**src/rtl/register_file_pkg.sv**
```systemverilog
// Shared CPU datapath definitions used by the register file and its clear sequencer.
// Contents: register-file sequencer state encoding, default datapath width.
// No ports; import with cpu_pkg::*.
package cpu_pkg;

   // Register-file sequencer state.
   typedef enum logic {
      RF_IDLE     = 1'b0,
      RF_CLEARING = 1'b1
   } rf_state_t;

   // Default datapath width for general-purpose registers.
   localparam int DATA_WIDTH = 16;

endpackage

```
**src/rtl/register_file_clear_sequencer.sv**
```systemverilog
// Self-timed clear sequencer: walks clr_ptr over every entry, one per cycle.
// Latency: busy rises the cycle after clear is sampled and stays high Depth cycles.
// Ports: clock, reset (async active-low), clear in; busy, clr_we, clr_addr out.
module rf_clear_sequencer
   import cpu_pkg::*;
#(
   parameter int Depth     = 8,
   parameter int AddrWidth = 3
) (
   input  logic                 clock,
   input  logic                 reset,
   input  logic                 clear,
   output logic                 busy,
   output logic                 clr_we,
   output logic [AddrWidth-1:0] clr_addr
);

   localparam logic [AddrWidth-1:0] LastPtr = AddrWidth'(Depth - 1);

   rf_state_t              state, state_nxt;
   logic [AddrWidth-1:0]   clr_ptr, clr_ptr_nxt;

   always_ff @(posedge clock or negedge reset) begin
      if (!reset) begin
         state   <= RF_IDLE;
         clr_ptr <= '0;
      end else begin
         state   <= state_nxt;
         clr_ptr <= clr_ptr_nxt;
      end
   end

   always_comb begin
      state_nxt   = state;
      clr_ptr_nxt = clr_ptr;
      clr_we      = 1'b0;
      case (state)
         RF_IDLE: begin
            if (clear) begin
               state_nxt   = RF_CLEARING;
               clr_ptr_nxt = '0;
            end
         end
         RF_CLEARING: begin
            clr_we = 1'b1;
            if (clr_ptr == LastPtr) begin
               // Last entry written this edge; hand the bank back to users.
               state_nxt   = RF_IDLE;
               clr_ptr_nxt = '0;
            end else begin
               clr_ptr_nxt = clr_ptr + 1'b1;
            end
         end
         default: begin
            state_nxt   = RF_IDLE;
            clr_ptr_nxt = '0;
         end
      endcase
   end

   assign busy     = (state == RF_CLEARING);
   assign clr_addr = clr_ptr;

endmodule

```
**src/rtl/register_file.sv**
```systemverilog
// General-purpose register bank: one write port, two combinational read ports
// with write-first bypass, optional hard-wired zero entry, self-timed clear.
// Ports: clock, reset (async active-low), clear/busy, write_en/addr/data,
// read_a/b_addr in, read_a/b_data out (0-cycle read, bypass in the write cycle).
module register_file
   import cpu_pkg::*;
#(
   parameter  int               Width      = DATA_WIDTH,
   parameter  int               Depth      = 8,
   parameter  logic [Width-1:0] ResetValue = '0,
   parameter  bit               ZeroReg    = 1'b1,
   localparam int               AddrWidth  = $clog2(Depth)
) (
   input  logic                 clock,
   input  logic                 reset,
   input  logic                 clear,
   output logic                 busy,
   input  logic                 write_en,
   input  logic [AddrWidth-1:0] write_addr,
   input  logic [Width-1:0]     write_data,
   input  logic [AddrWidth-1:0] read_a_addr,
   input  logic [AddrWidth-1:0] read_b_addr,
   output logic [Width-1:0]     read_a_data,
   output logic [Width-1:0]     read_b_data
);

   // One extra bit so Depth itself is representable when Depth is a power of two.
   localparam logic [AddrWidth:0] DepthLim = Depth[AddrWidth:0];

   logic [Width-1:0]     mem [Depth];
   logic                 clr_we;
   logic [AddrWidth-1:0] clr_addr;
   logic                 write_ok;

   rf_clear_sequencer #(
      .Depth     (Depth),
      .AddrWidth (AddrWidth)
   ) u_clear_sequencer (
      .clock    (clock),
      .reset    (reset),
      .clear    (clear),
      .busy     (busy),
      .clr_we   (clr_we),
      .clr_addr (clr_addr)
   );

   // User writes only land while idle, in range, and not on the zero entry.
   assign write_ok = write_en && !busy
                     && ({1'b0, write_addr} < DepthLim)
                     && !(ZeroReg && (write_addr == '0));

   always_ff @(posedge clock or negedge reset) begin
      if (!reset) begin
         for (int i = 0; i < Depth; i++) begin
            mem[i] <= ResetValue;
         end
      end else if (clr_we) begin
         mem[clr_addr] <= ResetValue;
      end else if (write_ok) begin
         mem[write_addr] <= write_data;
      end
   end

   logic [AddrWidth-1:0] raddr [2];
   logic [Width-1:0]     rdata [2];

   assign raddr[0]    = read_a_addr;
   assign raddr[1]    = read_b_addr;
   assign read_a_data = rdata[0];
   assign read_b_data = rdata[1];

   for (genvar p = 0; p < 2; p++) begin : g_read
      always_comb begin
         rdata[p] = '0;
         if ({1'b0, raddr[p]} >= DepthLim) begin
            rdata[p] = '0;
         end else if (ZeroReg && (raddr[p] == '0)) begin
            rdata[p] = '0;
         end else if (write_ok && (write_addr == raddr[p])) begin
            rdata[p] = write_data;   // write-first bypass
         end else begin
            rdata[p] = mem[raddr[p]];
         end
      end
   end

endmodule

```
**config.mk**
```make
export PLATFORM = sky130hd
export DESIGN_NAME = register_file
export DESIGN_NICKNAME = d
export VERILOG_FILES = /design/src/rtl/register_file_pkg.sv /design/src/rtl/register_file_clear_sequencer.sv /design/src/rtl/register_file.sv
export SDC_FILE = /design/constraint.sdc
export NUM_CORES = 1
export LEC_CHECK = 0
export CAP_MARGIN = 15
export CORE_MARGIN = 2
export CORE_UTILIZATION = 60
export CTS_BUF_LIST = sky130_fd_sc_hd__clkbuf_8
export DETAILED_ROUTE_END_ITERATION = 8
export PLACE_DENSITY_LB_ADDON = 0.12
export RECOVER_POWER = 100
export SLEW_MARGIN = 40
export SYNTH_ARGS = -nofsm -noshare
export SYNTH_HDL_FRONTEND = slang
export SYNTH_SLANG_ARGS = --single-unit
export TNS_END_PERCENT = 50
```
**constraint.sdc**
```tcl
create_clock -name clock -period 2 [get_ports clock]
set_input_delay 0.2 -clock clock [delete_from_list [all_inputs] [get_ports clock]]
set_output_delay 0.2 -clock clock [all_outputs]
set_load 0.05 [all_outputs]
```
==> impl_metrics.env <==
export IMPL_status="finished with violations"
export IMPL_failed_checks="negative setup slack"
export IMPL_cts_made_buffers=17
export IMPL_power_density_nw_per_um2=1140
export IMPL_worst_pin_slew_ns=0.915
export IMPL_antenna_left=0
export IMPL_n_fill_cell=509
export IMPL_ys_seq_elements=132
export IMPL_initial_core_util_pct=61.7
export IMPL_synth_edf_count=0
export IMPL_clk_latency_ns=0.46
export IMPL_async_flop_share_pct=100
export IMPL_grt_pass1_wl_um=37700
export IMPL_grt_max_degree=37
export IMPL_grt_pass1_vias=6505
export IMPL_peakVddDrop_mv=0.755
export IMPL_ys_top_cells_by_area="dfrtp_1 45%, mux4_2 19%, a22o_1 13%"
export IMPL_rsz0062_at_grt="true"
export IMPL_drive_above_1_share_pct=49.2
export IMPL_crit_arrival_ns=2.08
export IMPL_cts_root_buffer_cell="clkbuf_8"
export IMPL_cts_sinks=132
export IMPL_hold_viol=0
export IMPL_skew_ns=0.0166
export IMPL_finalPower_mw=11.9
export IMPL_drcViolationCount=0
export IMPL_path_buf_inv=1
export IMPL_critPathMaxStageDelay_ns=0.49
export IMPL_first_pass_iters=5
export IMPL_yosysTopAreaCellShare_pct=44.6
export IMPL_synthFlopType="dfrtp_1"
export IMPL_portBuffers=61
export IMPL_worstSetupEndpointType="output port"
export IMPL_insertedDiodeCount=0
export IMPL_hp_class="in2reg"
export IMPL_ys_seq_area_share_pct=44.6
export IMPL_synth_most_common_cell="dfrtp_1"
export IMPL_dp_slack_ns=-0.143
export IMPL_crit_chain="mux4_2 > mux2i_2 > o21ai_2 > o311a_4 > buf_12"
export IMPL_io_pins=62
export IMPL_syn_avg_cell_area_um2=13.7
export IMPL_clk_pin_slew_ns=0.09
export IMPL_yosysUniqueCellTypes=37
export IMPL_via_count=6542
export IMPL_cp_required_ns=1.80
export IMPL_dp_hpwl_um=14100
export IMPL_synth_top_cell_by_area="dfrtp_1"
export IMPL_drt_iter0_markers=916
export IMPL_setup_ws_ns=-0.282
export IMPL_synth_area_um2=7410
export IMPL_crit_fanout=3
export IMPL_die_area_um2=13300
export IMPL_die_w_um=115
export IMPL_globalplace_congestion=0.887
export IMPL_synthesis_nets=570
export IMPL_cp_top_family="multiplexers"
export IMPL_area_growth_pct=40.7
export IMPL_critPathKind="reg2out"
export IMPL_fin_nets=684
export IMPL_startpoint_type="flip-flop"
export IMPL_cap_violations=0
export IMPL_critPathSlowestCell="mux4_2"
export IMPL_clockBufferDepth=2
export IMPL_rows=40
export IMPL_wl_per_cell_um=35.7
export IMPL_drt_wl_total_um=29000
export IMPL_grt_ovfl_total=0
export IMPL_ctsHtreeMaxLevel=4
export IMPL_max_slew_margin_rel_pct=39.0
export IMPL_antenna_found_initial=1
export IMPL_setup_viol=79
export IMPL_max_freq_mhz=438
export IMPL_vias_per_cell=8.06
export IMPL_synth_top_cells_by_count="132 x dfrtp_1, 112 x a22o_1, 64 x mux4_2, 33 x mux2i_1, 33 x o21ai_0"
export IMPL_period_minus_slack_ns=2.28
export IMPL_ys_warn_count=0
export IMPL_drv_slew=0
export IMPL_cts_tree="built"
export IMPL_die_height_um=115
export IMPL_grt_use_total_pct=39.1
export IMPL_period_share_pct=114
export IMPL_core_um2=12000
export IMPL_synthCells=539
export IMPL_leakagePower_nw=4.59
cells in the final DEF, fill, tap and decap left out, types with 2 or more instances in the layout:
master           instances
a21oi_4                  2
a22o_1                 112
a31oi_4                  3
buf_12                  51
buf_16                   2
buf_2                    2
buf_4                   58
buf_6                    6
bufinv_16                2
clkbuf_1                 5
clkbuf_16                7
clkbuf_2                 6
clkbuf_4                 2
clkbuf_8                19
clkdlybuf4s50_1         19
clkinv_2                 4
clkinvlp_4               3
dfrtp_1                131
dlymetal6s2s_1           5
ha_1                     2
inv_1                    2
inv_6                    2
mux2i_1                 19
mux2i_2                  9
mux2i_4                  5
mux4_2                  64
nand2_1                  4
nand3_4                  2
nor2_1                   4
nor2_2                   3
nor2b_1                 17
nor4b_4                  2
o21ai_1                  3
o21ai_2                 25
o21ai_4                  4
o311a_4                 32
or3_1                    2
xnor2_1                  2
xnor2_2                  3
registers in the layout, summed over array words and instances (netlist names):
signal,count
mem,128
u_clear_sequencer.busy,1
u_clear_sequencer.clr_addr,3
per-stage QoR:
step / setup TNS, ns / hold slack, ns / cell area [um2] / cells / util (%)
final: -7.11 / 0.390 / 10400 / 812 / 86.8
after global routing: -10.78 / 0.397 / 10400 / 812 / 86.8
after CTS: -5.94 / 0.259 / 9930 / 788 / 82.7
after detailed placement: -4.99 / 0.195 / 9050 / 749 / 75.3
after global placement: -7.18 / 0.187 / 9020 / 749 / 75.1
after floorplan: 0 / -0.0956 / 7450 / 539 / -
worst register-to-register path: cells and delay by family (launching register included):
kind / cells / cell delay [ns]
buffers and inverters: 4 / 0.87
DFF: 1 / 0.37
and+or+nand+nor: 2 / 0.27
AOI/OAI and AO/OA: 2 / 0.53
per-layer routing:
metal / GRT usage [%] / routed length [um] / vias to the layer above
li1: - / - / 2421
met1: 49.5 / 9190 / 3207
met2: 63.2 / 13200 / 681
met3: 11.4 / 4310 / 233
met4: 17.8 / 2270 / 0
met5: 0 / 0 / -
power by group:
part	internal (mW)	switching, mW
clock	1.17	1.17
sequential	3.33	0.651
combinational	2.67	2.92
cell families after synthesis:
group	count (synthesis)	synth area share, %
buf+inv	74	4.75
compound gates	187	21.4
fa+ha+maj	2	0.338
mux	97	23.9
simple gates	41	4.31
flops	132	44.6
xor+xnor	6	0.709
worst paths after layout:
| path | slack [ns] | end | depth (start not counted) | startpoint |
|---|---|---|---|---|
| max | -0.28 | read_a_data[1] | 5 | mem[65] |
| min reg2reg | 0.52 | mem[106] | 1 | mem[106] |
| min | 0.39 | u_clear_sequencer.clr_addr[1] | 2 | clear |
| max in group asynchronous | 0.30 | mem[126] | 3 | reset |
| min in group asynchronous | 0.40 | mem[104] | 2 | reset |
| max reg2reg | -0.11 | mem[0] | 8 | u_clear_sequencer.busy |
what timing repair did:
| action | 4_1_cts | 5_1_grt |
|---|---|---|
| cloned | 2 | 9 |
| buffers inserted | 5 | 16 |
| gates resized for setup | 83 | 58 |
| endpoints found under the setup margin | 32 | 32 |
| endpoints found under the hold margin | 32 | 0 |
| hold buffers | 1 | 0 |
| pin swaps | 21 | 25 |
cell type report:
type / count / area, um2 / share of cell area, %
clock buffer: 19 / 262 / 2.51
clock inverter: 12 / 129 / 1.24
inverter: 3 / 11.3 / 0.108
multi-input combinational: 333 / 4420 / 42.4
sequential: 132 / 3300 / 31.7
tap: 147 / 184 / 1.76
timing repair buffer: 166 / 2110 / 20.3
Note: power is estimated with default switching activity, not from simulation.
